### src/rtl/uart_pkg.sv
// Shared UART definitions: baud encoding, receiver states and the 16x tick reload table.
package uart_pkg;

  typedef enum logic [2:0] {
    BAUD_9600   = 3'd0,
    BAUD_19200  = 3'd1,
    BAUD_38400  = 3'd2,
    BAUD_57600  = 3'd3,
    BAUD_115200 = 3'd4
  } baud_set_t;

  typedef enum logic [1:0] {IDLE, START, DATA, STOP} rx_state_t;

  // Tick reload values (cycles-1) for a 16x oversample clock at 50 MHz.
  localparam logic [8:0] RELOAD_9600   = 9'd324;
  localparam logic [8:0] RELOAD_19200  = 9'd161;
  localparam logic [8:0] RELOAD_38400  = 9'd80;
  localparam logic [8:0] RELOAD_57600  = 9'd53;
  localparam logic [8:0] RELOAD_115200 = 9'd26;

  localparam logic [3:0] SMP_FIRST  = 4'd7;
  localparam logic [3:0] SMP_MID    = 4'd8;
  localparam logic [3:0] SMP_DECIDE = 4'd9;
  localparam logic [3:0] SMP_LAST   = 4'd15;
  localparam logic [2:0] BIT_LAST   = 3'd7;

  function automatic logic [8:0] baud_reload(input logic [2:0] sel);
    case (baud_set_t'(sel))
      BAUD_19200:  baud_reload = RELOAD_19200;
      BAUD_38400:  baud_reload = RELOAD_38400;
      BAUD_57600:  baud_reload = RELOAD_57600;
      BAUD_115200: baud_reload = RELOAD_115200;
      default:     baud_reload = RELOAD_9600;
    endcase
  endfunction

endpackage

### src/rtl/uart_rx_tick_gen.sv
// 16x oversample tick generator; held at zero while disabled so every frame starts phase-aligned.
module uart_rx_tick_gen (
  input  logic       clk,
  input  logic       rst,
  input  logic       en,
  input  logic [8:0] reload,
  output logic       tick
);

  logic [8:0] cnt;

  always_ff @(posedge clk or posedge rst) begin
    if (rst) begin
      cnt <= 9'd0;
    end else if (!en || cnt == reload) begin
      cnt <= 9'd0;
    end else begin
      cnt <= cnt + 9'd1;
    end
  end

  assign tick = en && (cnt == reload);

endmodule

### src/rtl/uart_byte_rx.sv
// 8N1 UART byte receiver with 16x oversampling, 3-sample majority vote and framing-error report.
module uart_byte_rx
  import uart_pkg::*;
#(
  parameter int CLK_PERIOD_NS = 20
) (
  input  logic       clk,
  input  logic       rst,
  input  logic       rx,
  input  logic [2:0] baud_set,
  output logic [7:0] data,
  output logic       rx_done,
  output logic       frame_err,
  output logic       uart_state
);

  logic       rx_m, rx_s, rx_d;
  rx_state_t  state;
  logic [2:0] baud_q;
  logic [3:0] smp_cnt;
  logic [2:0] bit_cnt;
  logic [7:0] shift;
  logic       s7, s8;
  logic       tick, maj;
  logic [8:0] reload;
  logic       unused_period;

  // The period is informational; the reload table already assumes 50 MHz.
  assign unused_period = ^CLK_PERIOD_NS;

  assign reload = baud_reload(baud_q);
  assign maj    = (s7 & s8) | (s7 & rx_s) | (s8 & rx_s);

  uart_rx_tick_gen u_tick_gen (
    .clk    (clk),
    .rst    (rst),
    .en     (uart_state),
    .reload (reload),
    .tick   (tick)
  );

  // Reset high so an idle line never looks like a start edge after reset.
  always_ff @(posedge clk or posedge rst) begin
    if (rst) begin
      rx_m <= 1'b1;
      rx_s <= 1'b1;
      rx_d <= 1'b1;
    end else begin
      rx_m <= rx;
      rx_s <= rx_m;
      rx_d <= rx_s;
    end
  end

  always_ff @(posedge clk or posedge rst) begin
    if (rst) begin
      state      <= IDLE;
      uart_state <= 1'b0;
      baud_q     <= 3'd0;
      smp_cnt    <= 4'd0;
      bit_cnt    <= 3'd0;
      shift      <= 8'h00;
      s7         <= 1'b0;
      s8         <= 1'b0;
      data       <= 8'h00;
      rx_done    <= 1'b0;
      frame_err  <= 1'b0;
    end else begin
      rx_done   <= 1'b0;
      frame_err <= 1'b0;
      if (tick) begin
        smp_cnt <= smp_cnt + 4'd1;
        if (smp_cnt == SMP_FIRST) s7 <= rx_s;
        if (smp_cnt == SMP_MID)   s8 <= rx_s;
      end
      case (state)
        IDLE: begin
          if (rx_d && !rx_s) begin
            state      <= START;
            uart_state <= 1'b1;
            baud_q     <= baud_set;
            smp_cnt    <= 4'd0;
            bit_cnt    <= 3'd0;
          end
        end
        START: begin
          if (tick && smp_cnt == SMP_DECIDE && maj) begin
            state      <= IDLE;
            uart_state <= 1'b0;
          end else if (tick && smp_cnt == SMP_LAST) begin
            state   <= DATA;
            bit_cnt <= 3'd0;
          end
        end
        DATA: begin
          if (tick && smp_cnt == SMP_DECIDE) shift <= {maj, shift[7:1]};
          if (tick && smp_cnt == SMP_LAST) begin
            if (bit_cnt == BIT_LAST) state <= STOP;
            else                     bit_cnt <= bit_cnt + 3'd1;
          end
        end
        STOP: begin
          // Leave at mid stop bit so a back-to-back start edge is still caught.
          if (tick && smp_cnt == SMP_DECIDE) begin
            state      <= IDLE;
            uart_state <= 1'b0;
            if (maj) begin
              data    <= shift;
              rx_done <= 1'b1;
            end else begin
              frame_err <= 1'b1;
            end
          end
        end
        default: state <= IDLE;
      endcase
    end
  end

endmodule

### config.mk
export PLATFORM = sky130hd
export DESIGN_NAME = uart_byte_rx
export DESIGN_NICKNAME = d
export VERILOG_FILES = /design/src/rtl/uart_pkg.sv /design/src/rtl/uart_rx_tick_gen.sv /design/src/rtl/uart_byte_rx.sv
export SDC_FILE = /design/constraint.sdc
export NUM_CORES = 1
export LEC_CHECK = 0
export CELL_PAD_IN_SITES_DETAIL_PLACEMENT = 1
export CELL_PAD_IN_SITES_GLOBAL_PLACEMENT = 1
export CORE_MARGIN = 2
export CORE_UTILIZATION = 42
export CTS_BUF_LIST = sky130_fd_sc_hd__clkbuf_4 sky130_fd_sc_hd__clkbuf_8 sky130_fd_sc_hd__clkbuf_16
export CTS_CLUSTER_SIZE = 40
export DETAILED_ROUTE_END_ITERATION = 8
export GPL_TIMING_DRIVEN = 0
export PLACE_DENSITY = 0.81
export SETUP_SLACK_MARGIN = 0.3
export SLEW_MARGIN = 20
export SYNTH_ARGS = -nofsm -noshare
export SYNTH_HDL_FRONTEND = slang
export SYNTH_SLANG_ARGS = --single-unit
### constraint.sdc
create_clock -name clk -period 2.2 [get_ports clk]
set_input_delay 0.44 -clock clk [delete_from_list [all_inputs] [get_ports clk]]
set_output_delay 0.44 -clock clk [all_outputs]
set_load 0.05 [all_outputs]
==> metrics.md <==
| Metric | Value |
|---|---|
| Status | finished, violations left |
| Failing checks | negative setup slack |
| Crit share post-route | 116.5% |
| CP peak stage delay | 450 ps |
| Leak pwr | 1.537 nW |
| CTS tree | done |
| Crit end category | flop |
| Ys Warns | 0 |
| Compound-Gate Fraction of Synth Area | 10.32% |
| Row count | 27 |
| Setup CP Type | reg2reg |
| Simple-gate share of the synthesized area | 20.24% |
| Final net count | 288 |
| R2R depth | 8 |
| Vias in the first global route | 1998 |
| Initial core utilization | 43.97% |
| Total global routing overflow | 0 |
| Critical Path Fanout Max | 8 |
| Ports | 17 |
| Placer Congestion | 0.7880 |
| Slew @ Worst Pin | 541.4 ps |
| EDFF count, synth | 0 |
| Area contributors post-synth | dfrtp_1 (43%), mux2_1 (7.9%), ha_1 (6.2%) |
| Total number of vias | 1940 |
| DIE AREA | 6426 um2 |
| Largest net degree at the start of global routing | 30 |
| Clock buffer depth | 2 |
| Final setup skew | 12.61 ps |
| Most frequent cell after synthesis | dfrtp_1 |
| CTS Root Cell | clkbuf_8 |
| R2R setup slack | -360 ps |
| Reg2reg start | baud_q[0] |
| Fin. max-slew vios | 0 |
| Critical path startpoint category | flop |
| CTS H-Tree Depth | 2 |
| Post-layout min period | 2564 ps |
| Distinct cells, synth | 59 |
| Yosys top cell area share | 43.14% |
| Cell Pwr Density | 926.0 nW/um2 |
| Area of the multi-input gates | 1443 um2 |
| Post-Syn Nets | 247 |
| Critical path, cell by cell | buf_6 > xnor2_2 > or4_4 > a31oi_4 > nand4_1 > buf_4 > a221o_1 > a211o_1 |
| Required @ worst endpoint | 2400 ps |
| Synth area leader | dfrtp_1 |
| Area delta synth->final | 30.77% |
| Largest family of logic cells by synthesized area | simple AND/OR/NAND/NOR gates |
| Synthesized flop and latch total | 45 |
| Slowest-stage cell, CP | or4_4 |
| Final setup viols | 28 |
| ANT cells | 0 |
| Clock Sinks | 45 |
| Seq/Total Area, Yosys | 46.38% |
| Count of input and output buffers | 16 |
| Inserted Clock Buffers | 5 |
| Max_cap viols | 0 |
| Synth Area in XOR/XNOR | 3.595% |
| Fmax | 390.0 MHz |
| First-pass GRT wire length | 9.390 mm |
| Avg Cell Area, Syn | 10.64 um2 |
| Core area | 5540 um2 |
| DR WL/cell | 19.30 um |
| Top FF cell, synth | dfrtp_1 |
| Die width | 80.16 um |
| Antenna-violating nets left | 0 |
| Drt via density | 5.656 |
| Mapped Area | 2436 um2 |
| Share of cells above drive strength 1 | 31.37% |
| Worst VDD drop | 0.6042 mV |
| Post-synth ARST share | 100.0% |
| Synth cell count leaders | dfrtp_1 (42), mux2_1 (17), nor2_1 (15) |
| DRT iter0 DRCs | 93 |
| Pre-antenna DRT Iters | 4 |
| Post-synthesis mux area share | 9.656% |
| Filler cells | 593 |
| Final worst setup slack | -363.9 ps |
| Hold Violations, Final | 0 |
| Slew HR | 63.58% |
| Initial antenna violation count | 0 |
| DRT Wirelength | 6.621 mm |
| Hpwl dp | 3.824 mm |
| Clock Pin Slew Worst Setup and Hold Paths | 100 ps |
| Placed cells | 318 |
| DRC | 0 |
| Final std cells w/o fill | 343 |
| Mapped Cells | 229 |
| CP arrival | 2770 ps |
| Height of the die | 80.16 um |
| RSZ-0062 raised after global routing | true |
| Post-Synth Adder-Cell Area | 6.163% |
| Gr usage total | 18.80% |
| CP startpoint | baud_q[0] |
| PnR Total Power | 2.950 mW |
| Clock Latency Late Sink | 310 ps |
| HP Class | reg2reg |
| Reg area | 1130 um2 |
## placed cells by master (no fill, tap or decap), types with 7 or more instances in the layout
cell           synthesis  final
buf_6                  1      9
dlygate4sd2_1          0      9
inv_1                 13     12
nor2_1                15     14
dfrtp_1               42     42
buf_4                  0     11
nand2_1               10      8
ha_1                  12     12
nand3_1                9      8
mux2_4                 0     15
xor2_1                 7      7
## power breakdown
part	switching, mW	internal (mW)
clock	0.325	0.230
combinational	0.742	0.613
sequential	0.124	0.916
## sequential cells by signal (all words and copies together), names as in the netlist, named ones only
| signal | flops |
|---|---|
| bit_cnt | 3 |
| smp_cnt | 4 |
| rx_m | 1 |
| rx_done | 1 |
| shift | 8 |
| baud_q | 3 |
| s7 | 1 |
| rx_d | 1 |
| data | 8 |
| state | 1 |
| u_tick_gen.cnt | 9 |
| s8 | 1 |
| frame_err | 1 |
| uart_state | 1 |
| rx_s | 1 |
## through the flow
stage	TNS, ps	hold slack (ps)	instance area, um2	worst slack (ps)	util, %
final	-6660	360.9	3186	-363.9	57.50
after global routing	-9096	363.8	3186	-428.7	57.50
after CTS	-7585	362.3	2968	-355.7	53.57
after detailed placement	-9693	348.4	2731	-480.0	49.30
after global placement	-17500	345.8	2711	-439.9	48.94
after floorplan	-3189	345.2	2461	-230.3	-
## critical path, delay by kind of cell (launching register included)
family	cells	cell delay, ps
xor+xnor	1	130
simple gates	2	670
buf+inv	2	360
compound gates	3	910
flops	1	400
## cell families (layout without fill, tap and decap cells)
logic type      count (synthesis)  in the layout
simple gates                   84             84
flops                          45             45
buf+inv                        21             63
fa+ha+maj                      12             12
mux                            21             21
xor+xnor                       10             10
compound gates                 36             36
## layout make-up
cell class / instances / share of cell area [%]
well taps: 72 / 2.828
clock buffers: 5 / 2.160
repair buffers: 34 / 9.976
flip-flops and latches: 45 / 35.47
plain buffers: 8 / 1.964
clock inverters: 3 / 0.7855
inverters: 13 / 1.532
multi-input cells: 163 / 45.29
## timing repair
item | CTS | global route
setup buffers | 12 | 4
gates cloned | 0 | 1
hold buffers | 0 | 0
endpoints found under the setup margin | 48 | 44
gates resized for setup | 26 | 53
pin swaps | 12 | 15
## how the worst min path moves through the flow
stage	to	from	depth (start not counted)	slack [ps]
2_1_floorplan	rx_s	rx_m	0	350
3_3_place_gp	rx_s	rx_m	0	350
3_5_place_dp	rx_s	rx_m	0	350
4_1_cts	rx_s	rx_m	0	360
5_1_grt	rx_s	rx_m	0	360
6_report	rx_s	rx_m	0	360
## per-layer routing
layer / vias up / GRT usage (%) / share of wire (%)
met4: 0 / 5.085 / 2.1
met3: 13 / 3.371 / 1.9
li1: 903 / - / -
met2: 25 / 33.92 / 54
met5: - / 0 / 0
met1: 999 / 22.90 / 42
(Power assumes the default switching activity.)
